## src/rtl/char_buffer_writer_pkg.sv

```systemverilog
// Shared VT52 terminal definitions: screen geometry, control codes and the
// legacy state encodings of the character buffer writer.
package vt52_defs;

  localparam int unsigned ROWS          = 24;
  localparam int unsigned COLS          = 80;
  localparam int unsigned PAST_LAST_ROW = ROWS * COLS;

  localparam logic [7:0] CHAR_SPACE = 8'h20;
  localparam logic [7:0] CHAR_CR    = 8'h0D;
  localparam logic [7:0] CHAR_LF    = 8'h0A;
  localparam logic [7:0] CHAR_BS    = 8'h08;
  localparam logic [7:0] CHAR_TILDE = 8'h7E;

  localparam logic [1:0] ST_INIT   = 2'd0;
  localparam logic [1:0] ST_IDLE   = 2'd1;
  localparam logic [1:0] ST_SCROLL = 2'd2;

  function automatic logic is_printable(input logic [7:0] c);
    return (c >= CHAR_SPACE) && (c <= CHAR_TILDE);
  endfunction

endpackage

```

## src/rtl/char_buffer_writer_addr_wrap_add.sv

```systemverilog
// Buffer address adder with wrap at the buffer size (compare-and-subtract).
// Operands must already be below PAST_LAST_ROW; b may equal PAST_LAST_ROW.
module addr_wrap_add #(
  parameter int unsigned ADDR_BITS     = 11,
  parameter int unsigned PAST_LAST_ROW = vt52_defs::PAST_LAST_ROW
) (
  input  logic [ADDR_BITS-1:0] a,
  input  logic [ADDR_BITS-1:0] b,
  output logic [ADDR_BITS-1:0] sum
);

  localparam logic [ADDR_BITS:0] LIMIT = (ADDR_BITS+1)'(PAST_LAST_ROW);

  logic [ADDR_BITS:0] raw;
  logic [ADDR_BITS:0] wrapped;

  always_comb begin
    raw     = {1'b0, a} + {1'b0, b};
    wrapped = raw - LIMIT;
    if (raw >= LIMIT) begin
      sum = wrapped[ADDR_BITS-1:0];
    end else begin
      sum = raw[ADDR_BITS-1:0];
    end
  end

endmodule

```

## src/rtl/char_buffer_writer.sv

```systemverilog
// Write-side controller for the 80x24 character buffer: decodes host bytes,
// owns the cursor and scroll pointer, and clears the screen / scrolled line.
module char_buffer_writer #(
  parameter int unsigned ROWS          = vt52_defs::ROWS,
  parameter int unsigned COLS          = vt52_defs::COLS,
  parameter int unsigned ROW_BITS      = 5,
  parameter int unsigned COL_BITS      = 7,
  parameter int unsigned ADDR_BITS     = 11,
  parameter int unsigned PAST_LAST_ROW = ROWS * COLS
) (
  input  logic                 clk,
  input  logic                 clr,
  input  logic [7:0]           data_in,
  input  logic                 valid_in,
  output logic                 ready_out,
  output logic [ADDR_BITS-1:0] buffer_waddr,
  output logic [7:0]           buffer_din,
  output logic                 buffer_wen,
  output logic [ADDR_BITS-1:0] buffer_first_char,
  output logic                 buffer_first_char_wen,
  output logic [ROW_BITS-1:0]  cursor_row,
  output logic [COL_BITS-1:0]  cursor_col
);

  import vt52_defs::CHAR_SPACE;
  import vt52_defs::CHAR_CR;
  import vt52_defs::CHAR_LF;
  import vt52_defs::CHAR_BS;
  import vt52_defs::ST_INIT;
  import vt52_defs::ST_IDLE;
  import vt52_defs::ST_SCROLL;
  import vt52_defs::is_printable;

  localparam logic [ROW_BITS-1:0]  LAST_ROW     = ROW_BITS'(ROWS - 1);
  localparam logic [COL_BITS-1:0]  LAST_COL     = COL_BITS'(COLS - 1);
  localparam logic [ADDR_BITS-1:0] LAST_ADDR    = ADDR_BITS'(PAST_LAST_ROW - 1);
  localparam logic [ADDR_BITS-1:0] BUF_SIZE     = ADDR_BITS'(PAST_LAST_ROW);
  localparam logic [ADDR_BITS-1:0] LINE_LEN     = ADDR_BITS'(COLS);
  localparam logic [ADDR_BITS-1:0] LAST_IN_LINE = ADDR_BITS'(COLS - 1);

  logic [1:0]           state_q, state_d;
  logic                 done_q, done_d;
  logic [ADDR_BITS-1:0] first_char_q, first_char_d;
  logic [ADDR_BITS-1:0] cursor_addr_q, cursor_addr_d;
  logic [ROW_BITS-1:0]  row_q, row_d;
  logic [COL_BITS-1:0]  col_q, col_d;
  logic [ADDR_BITS-1:0] clear_addr_q, clear_addr_d;
  logic [ADDR_BITS-1:0] waddr_q, waddr_d;
  logic [7:0]           din_q, din_d;
  logic                 wen_q, wen_d;
  logic                 fc_wen_q, fc_wen_d;

  logic [ADDR_BITS-1:0] cur_step;
  logic [ADDR_BITS-1:0] cur_next;
  logic [ADDR_BITS-1:0] fc_next;

  // Backward moves add (BUF_SIZE - n) so one wrapping adder serves every move.
  always_comb begin
    cur_step = ADDR_BITS'(1);
    unique case (data_in)
      CHAR_CR: cur_step = BUF_SIZE - ADDR_BITS'(col_q);
      CHAR_BS: cur_step = BUF_SIZE - ADDR_BITS'(1);
      CHAR_LF: cur_step = LINE_LEN;
      default: cur_step = ADDR_BITS'(1);
    endcase
  end

  addr_wrap_add #(
    .ADDR_BITS     (ADDR_BITS),
    .PAST_LAST_ROW (PAST_LAST_ROW)
  ) u_cursor_add (
    .a   (cursor_addr_q),
    .b   (cur_step),
    .sum (cur_next)
  );

  addr_wrap_add #(
    .ADDR_BITS     (ADDR_BITS),
    .PAST_LAST_ROW (PAST_LAST_ROW)
  ) u_first_char_add (
    .a   (first_char_q),
    .b   (LINE_LEN),
    .sum (fc_next)
  );

  always_comb begin
    state_d       = state_q;
    done_d        = done_q;
    first_char_d  = first_char_q;
    cursor_addr_d = cursor_addr_q;
    row_d         = row_q;
    col_d         = col_q;
    clear_addr_d  = clear_addr_q;
    waddr_d       = waddr_q;
    din_d         = din_q;
    wen_d         = 1'b0;
    fc_wen_d      = 1'b0;

    unique case (state_q)
      ST_INIT: begin
        // done_q adds the idle cycle between the last clear write and ready.
        if (done_q) begin
          state_d = ST_IDLE;
          done_d  = 1'b0;
        end else begin
          wen_d        = 1'b1;
          waddr_d      = clear_addr_q;
          din_d        = CHAR_SPACE;
          clear_addr_d = clear_addr_q + 1'b1;
          if (clear_addr_q == LAST_ADDR) begin
            done_d       = 1'b1;
            fc_wen_d     = 1'b1;
            first_char_d = '0;
          end
        end
      end

      ST_IDLE: begin
        if (valid_in) begin
          if (is_printable(data_in)) begin
            wen_d   = 1'b1;
            waddr_d = cursor_addr_q;
            din_d   = data_in;
            if (col_q < LAST_COL) begin
              col_d         = col_q + 1'b1;
              cursor_addr_d = cur_next;
            end
          end else if (data_in == CHAR_CR) begin
            col_d         = '0;
            cursor_addr_d = cur_next;
          end else if (data_in == CHAR_BS) begin
            if (col_q != '0) begin
              col_d         = col_q - 1'b1;
              cursor_addr_d = cur_next;
            end
          end else if (data_in == CHAR_LF) begin
            if (row_q != LAST_ROW) begin
              row_d         = row_q + 1'b1;
              cursor_addr_d = cur_next;
            end else begin
              state_d      = ST_SCROLL;
              clear_addr_d = first_char_q;
              done_d       = 1'b0;
            end
          end
        end
      end

      ST_SCROLL: begin
        if (done_q) begin
          state_d = ST_IDLE;
          done_d  = 1'b0;
        end else begin
          wen_d        = 1'b1;
          waddr_d      = clear_addr_q;
          din_d        = CHAR_SPACE;
          clear_addr_d = clear_addr_q + 1'b1;
          // The cleared line becomes the new bottom row, so the cursor lands in it.
          if (clear_addr_q == first_char_q + LAST_IN_LINE) begin
            done_d        = 1'b1;
            fc_wen_d      = 1'b1;
            first_char_d  = fc_next;
            cursor_addr_d = first_char_q + ADDR_BITS'(col_q);
          end
        end
      end

      default: begin
        state_d      = ST_INIT;
        done_d       = 1'b0;
        clear_addr_d = '0;
      end
    endcase
  end

  always_ff @(posedge clk or posedge clr) begin
    if (clr) begin
      state_q       <= ST_INIT;
      done_q        <= 1'b0;
      first_char_q  <= '0;
      cursor_addr_q <= '0;
      row_q         <= '0;
      col_q         <= '0;
      clear_addr_q  <= '0;
      waddr_q       <= '0;
      din_q         <= '0;
      wen_q         <= 1'b0;
      fc_wen_q      <= 1'b0;
    end else begin
      state_q       <= state_d;
      done_q        <= done_d;
      first_char_q  <= first_char_d;
      cursor_addr_q <= cursor_addr_d;
      row_q         <= row_d;
      col_q         <= col_d;
      clear_addr_q  <= clear_addr_d;
      waddr_q       <= waddr_d;
      din_q         <= din_d;
      wen_q         <= wen_d;
      fc_wen_q      <= fc_wen_d;
    end
  end

  assign ready_out             = (state_q == ST_IDLE);
  assign buffer_waddr          = waddr_q;
  assign buffer_din            = din_q;
  assign buffer_wen            = wen_q;
  assign buffer_first_char     = first_char_q;
  assign buffer_first_char_wen = fc_wen_q;
  assign cursor_row            = row_q;
  assign cursor_col            = col_q;

endmodule

```

## config.mk

```make
export PLATFORM = sky130hd
export DESIGN_NAME = char_buffer_writer
export DESIGN_NICKNAME = d
export VERILOG_FILES = /design/src/rtl/char_buffer_writer_pkg.sv /design/src/rtl/char_buffer_writer_addr_wrap_add.sv /design/src/rtl/char_buffer_writer.sv
export SDC_FILE = /design/constraint.sdc
export NUM_CORES = 1
export LEC_CHECK = 0
export ABC_AREA = 1
export BUFFER_PORTS_ARGS = -buffer_cell sky130_fd_sc_hd__buf_2
export CORE_MARGIN = 8
export CORE_UTILIZATION = 45
export DETAILED_ROUTE_END_ITERATION = 8
export SKIP_LAST_GASP = 1
export SYNTH_ARGS = -nofsm -noshare
export SYNTH_HDL_FRONTEND = slang
export SYNTH_HIERARCHICAL = 1
export SYNTH_SLANG_ARGS = --single-unit
```

## constraint.sdc

```tcl
create_clock -name clk -period 3.4 [get_ports clk]
set_clock_uncertainty 0.15 [all_clocks]
set_input_delay 0.34 -clock clk [delete_from_list [all_inputs] [get_ports clk]]
set_output_delay 0.34 -clock clk [all_outputs]
set_load 0.02 [all_outputs]
```

==> run metrics <==
largest net degree at the start of global routing 30; Worst R2R Path Depth 21; CP Launch Type flop; max_slew headroom 0.407; Crit-path slowest cell dfrtp_1; Syn Std Cell Area 6130 um^2; CP Capture Type flop; clock buffer count from CTS 9; Synth Area per Inst 6.58 um^2; remaining antenna violation count after routing 0; worst-path cell chain inv_2 -> ha_2 -> nand3_1 -> xnor2_2 -> o21ai_1 -> ha_1 -> nand2_2 -> inv_1 -> a21oi_4 -> nand3_1 -> nand2_2 -> inv_1 -> ha_1 -> nand3_1 -> nand2_1 -> nand2_1 -> nand2_1 -> nand2_1 -> nand2_1 -> nand3_1 -> nand2_1; first-pass GRT wire length 27.8 mm; Vias/cell 4.94; Final GP Congestion 0.905; setup violators final 0; wire per inst 14.0 um; Port Buffers 55; top post-synthesis cells by area dfrtp_1 28%, nand2_1 18%, inv_1 7.7%; CP peak stage delay 0.43 ns; Antenna diodes 0; Async SR Flop Fraction 1.00; Max IR drop VDD 0.000254 V; floorplan row count 42; Hold Crit Depth 2; Hold Path Class input pin to flop; endpoint of the worst register-to-register path cursor_addr_q[9]; vias in the first global route 5,471; Synth Flop Type dfrtp_1; period utilization 0.929; Hold Startpoint data_in[5]; Final Hold Vio Count 0; Routed Wire Length 16.7 mm; unique cell type count in the Yosys netlist 42; hold_ws 0.130 ns; Req. time, crit path 3.48 ns; Worst Tran Pin Value 0.889 ns; DP Worst Slack 0.0939 ns; Yosys warning total 6; DR pass1 iterations 5; initial antenna violation count 0; Synth Instances 932; Pins Over Slew Limit 0; Comb pwr share 0.103; NetSw 0.499 mW; Clock Path Buffers 2; power per cell area 303 nW/um^2; core box area 13,300 um^2; cell mode on critical path nand2_1; Die Height 133 um; DPL Wire Length 13.5 mm; launch point of the worst reg-to-reg path cursor_col[1]; top cell type's share of synthesized area 0.282; Worst-path clk slew 0.06 ns; WP data arrival 3.23 ns; H-Tree Depth 3; kind of critical path flop to flop; fmax 0.317 GHz; share of cells above drive strength 1 0.157; number of max-cap violations 0; Horiz. Die Dim 133 um; Num Clock Sinks 69; cell taking the most area after synthesis dfrtp_1; internal power 1.64 mW; Clk pwr share 0.508; die area 17,600 um^2; status finished clean; grt total ovfl 0; total number of vias 5,870; CTS tree yes; CP Max Fanout 5; R2R setup slack 0.24 ns; Area Growth Syn to Fin 15.2%; clock root cell clkbuf_16; Post-synth EDFFs 0; Final Util 0.531; P_leak 3.92 nW; initial core utilization 0.461; flops & latches, synth 69; clk_lat worst skew 0.34 ns; Net Sw Frac 0.234; Ports 56; drt first-iter violations 384; final worst-path setup slack 0.242 ns; Reg power frac 0.389; detailed-route DRC error count 0; hold endpoint buffer_din[5]; sequential element share of the synthesized area 0.282; post-route minimum period 3.16 ns; GRT Total Usage 0.193; Nets 1,057
## final cells by class
cell class / instances / area (um^2)
sequential: 69 / 1730
tap: 176 / 220
multi-input combinational: 713 / 3810
clock inverter: 4 / 95.1
timing repair buffer: 78 / 450
inverter: 136 / 510
fill: 1360 / 6230
clock buffer: 12 / 246
## placed cells by master, fill, tap and decap left out, types with 4 or more instances in the layout
| master | n |
|---|---|
| buf_4 | 22 |
| o22ai_1 | 4 |
| dfrtp_1 | 68 |
| a22oi_1 | 4 |
| xnor2_1 | 12 |
| nand3_1 | 81 |
| nand4_1 | 11 |
| inv_1 | 123 |
| conb_1 | 12 |
| buf_2 | 55 |
| nand2_1 | 299 |
| nor2_1 | 71 |
| nand2_2 | 23 |
| nor2_2 | 7 |
| nor3_1 | 11 |
| nand3_2 | 7 |
| xor2_1 | 22 |
| clkbuf_16 | 9 |
| a21oi_1 | 21 |
| inv_2 | 13 |
| a31oi_1 | 11 |
| o21ai_0 | 45 |
| ha_1 | 35 |
## state kept, by name (all words and copies together), names as in the netlist
name	flops
buffer_din	8
buffer_first_char	11
buffer_first_char_wen	1
buffer_waddr	11
buffer_wen	1
clear_addr_q	11
cursor_addr_q	11
cursor_col	7
cursor_row	5
done_q	1
state_q	2
## power groups by stage
stage          registers, mW  clock network (mW)  logic [mW]
2_1_floorplan          0.848                   0       0.159
3_3_place_gp           0.845                   0       0.213
3_5_place_dp           0.845                   0       0.212
4_1_cts                0.831                1.10       0.214
5_1_grt                0.831                1.14       0.254
6_report               0.831                1.09       0.221
## layer usage
metal | up-vias | track usage | share of wire
met5 | - | 0 | 0
met4 | 0 | 0.0644 | 0.020
met3 | 25 | 0.0352 | 0.056
met2 | 140 | 0.290 | 0.43
met1 | 2593 | 0.270 | 0.49
li1 | 3112 | - | -
## stage by stage
| step | setup TNS, ns | std cells | cell area, um^2 | power (mW) |
|---|---|---|---|---|
| 2_1_floorplan | 0 | 942 | 6170 | 1.01 |
| 3_3_place_gp | 0 | 1165 | 6650 | 1.06 |
| 3_5_place_dp | 0 | 1165 | 6650 | 1.06 |
| 4_1_cts | 0 | 1182 | 7000 | 2.14 |
| 5_1_grt | -0.0193 | 1188 | 7060 | 2.22 |
| 6_report | 0 | 1188 | 7060 | 2.14 |
## kinds of logic (layout without fill, tap and decap cells)
kind of cell             after synthesis  count (layout)  synth area share
AO/OA/AOI/OAI                        101             101            0.0966
adder cells (fa/ha/maj)               39              39            0.0833
flip-flops                            69              69             0.282
other                                  2              12           0.00123
buffers and inverters                160             230             0.105
AND/OR/NAND/NOR                      526             526             0.382
XOR/XNOR                              35              35            0.0500
## worst max-delay path by stage
stage	cells after the start	slack, ns	start	to
final	21	0.24	cursor_col[1]	cursor_addr_q[9]
after floorplan	21	0.40	cursor_col[1]	cursor_addr_q[9]
after detailed placement	24	0.09	data_in[5]	cursor_addr_q[9]
after global routing	22	-0.02	cursor_col[1]	cursor_addr_q[9]
after global placement	21	0.17	cursor_col[0]	cursor_addr_q[9]
after CTS	21	0.10	cursor_col[0]	cursor_addr_q[9]
## worst max-delay path, delay by kind of cell, from the launching register on
family	cells	cell delay, ns
xor+xnor	1	0.22
simple gates	12	0.94
buf+inv	3	0.26
flops	1	0.43
compound gates	2	0.25
fa+ha+maj	3	0.77
## synth_stat cells (3+ instances only)
cell / number
o21ai_0: 46
a31oi_1: 11
nand2_2: 23
xor2_1: 22
a21oi_1: 22
buf_2: 9
o22ai_1: 4
inv_2: 10
nor2_2: 6
ha_1: 36
nand3_2: 7
nand3b_1: 3
fa_1: 3
clkbuf_1: 8
nor2_4: 3
inv_1: 126
nand2_1: 299
o211ai_1: 3
dfrtp_1: 69
nand4_1: 11
nor3_1: 11
a22oi_1: 4
xnor2_1: 13
nor2_1: 72
buf_4: 5
nand3_1: 81
## repair_timing
item,4_1_cts,5_1_grt
hold buffers,1,0
setup endpoints to repair,0,4
buffers inserted,0,6
resized for setup,0,8
hold endpoints to repair,17,0
No activity file was read; power rests on OpenSTA's default activity.
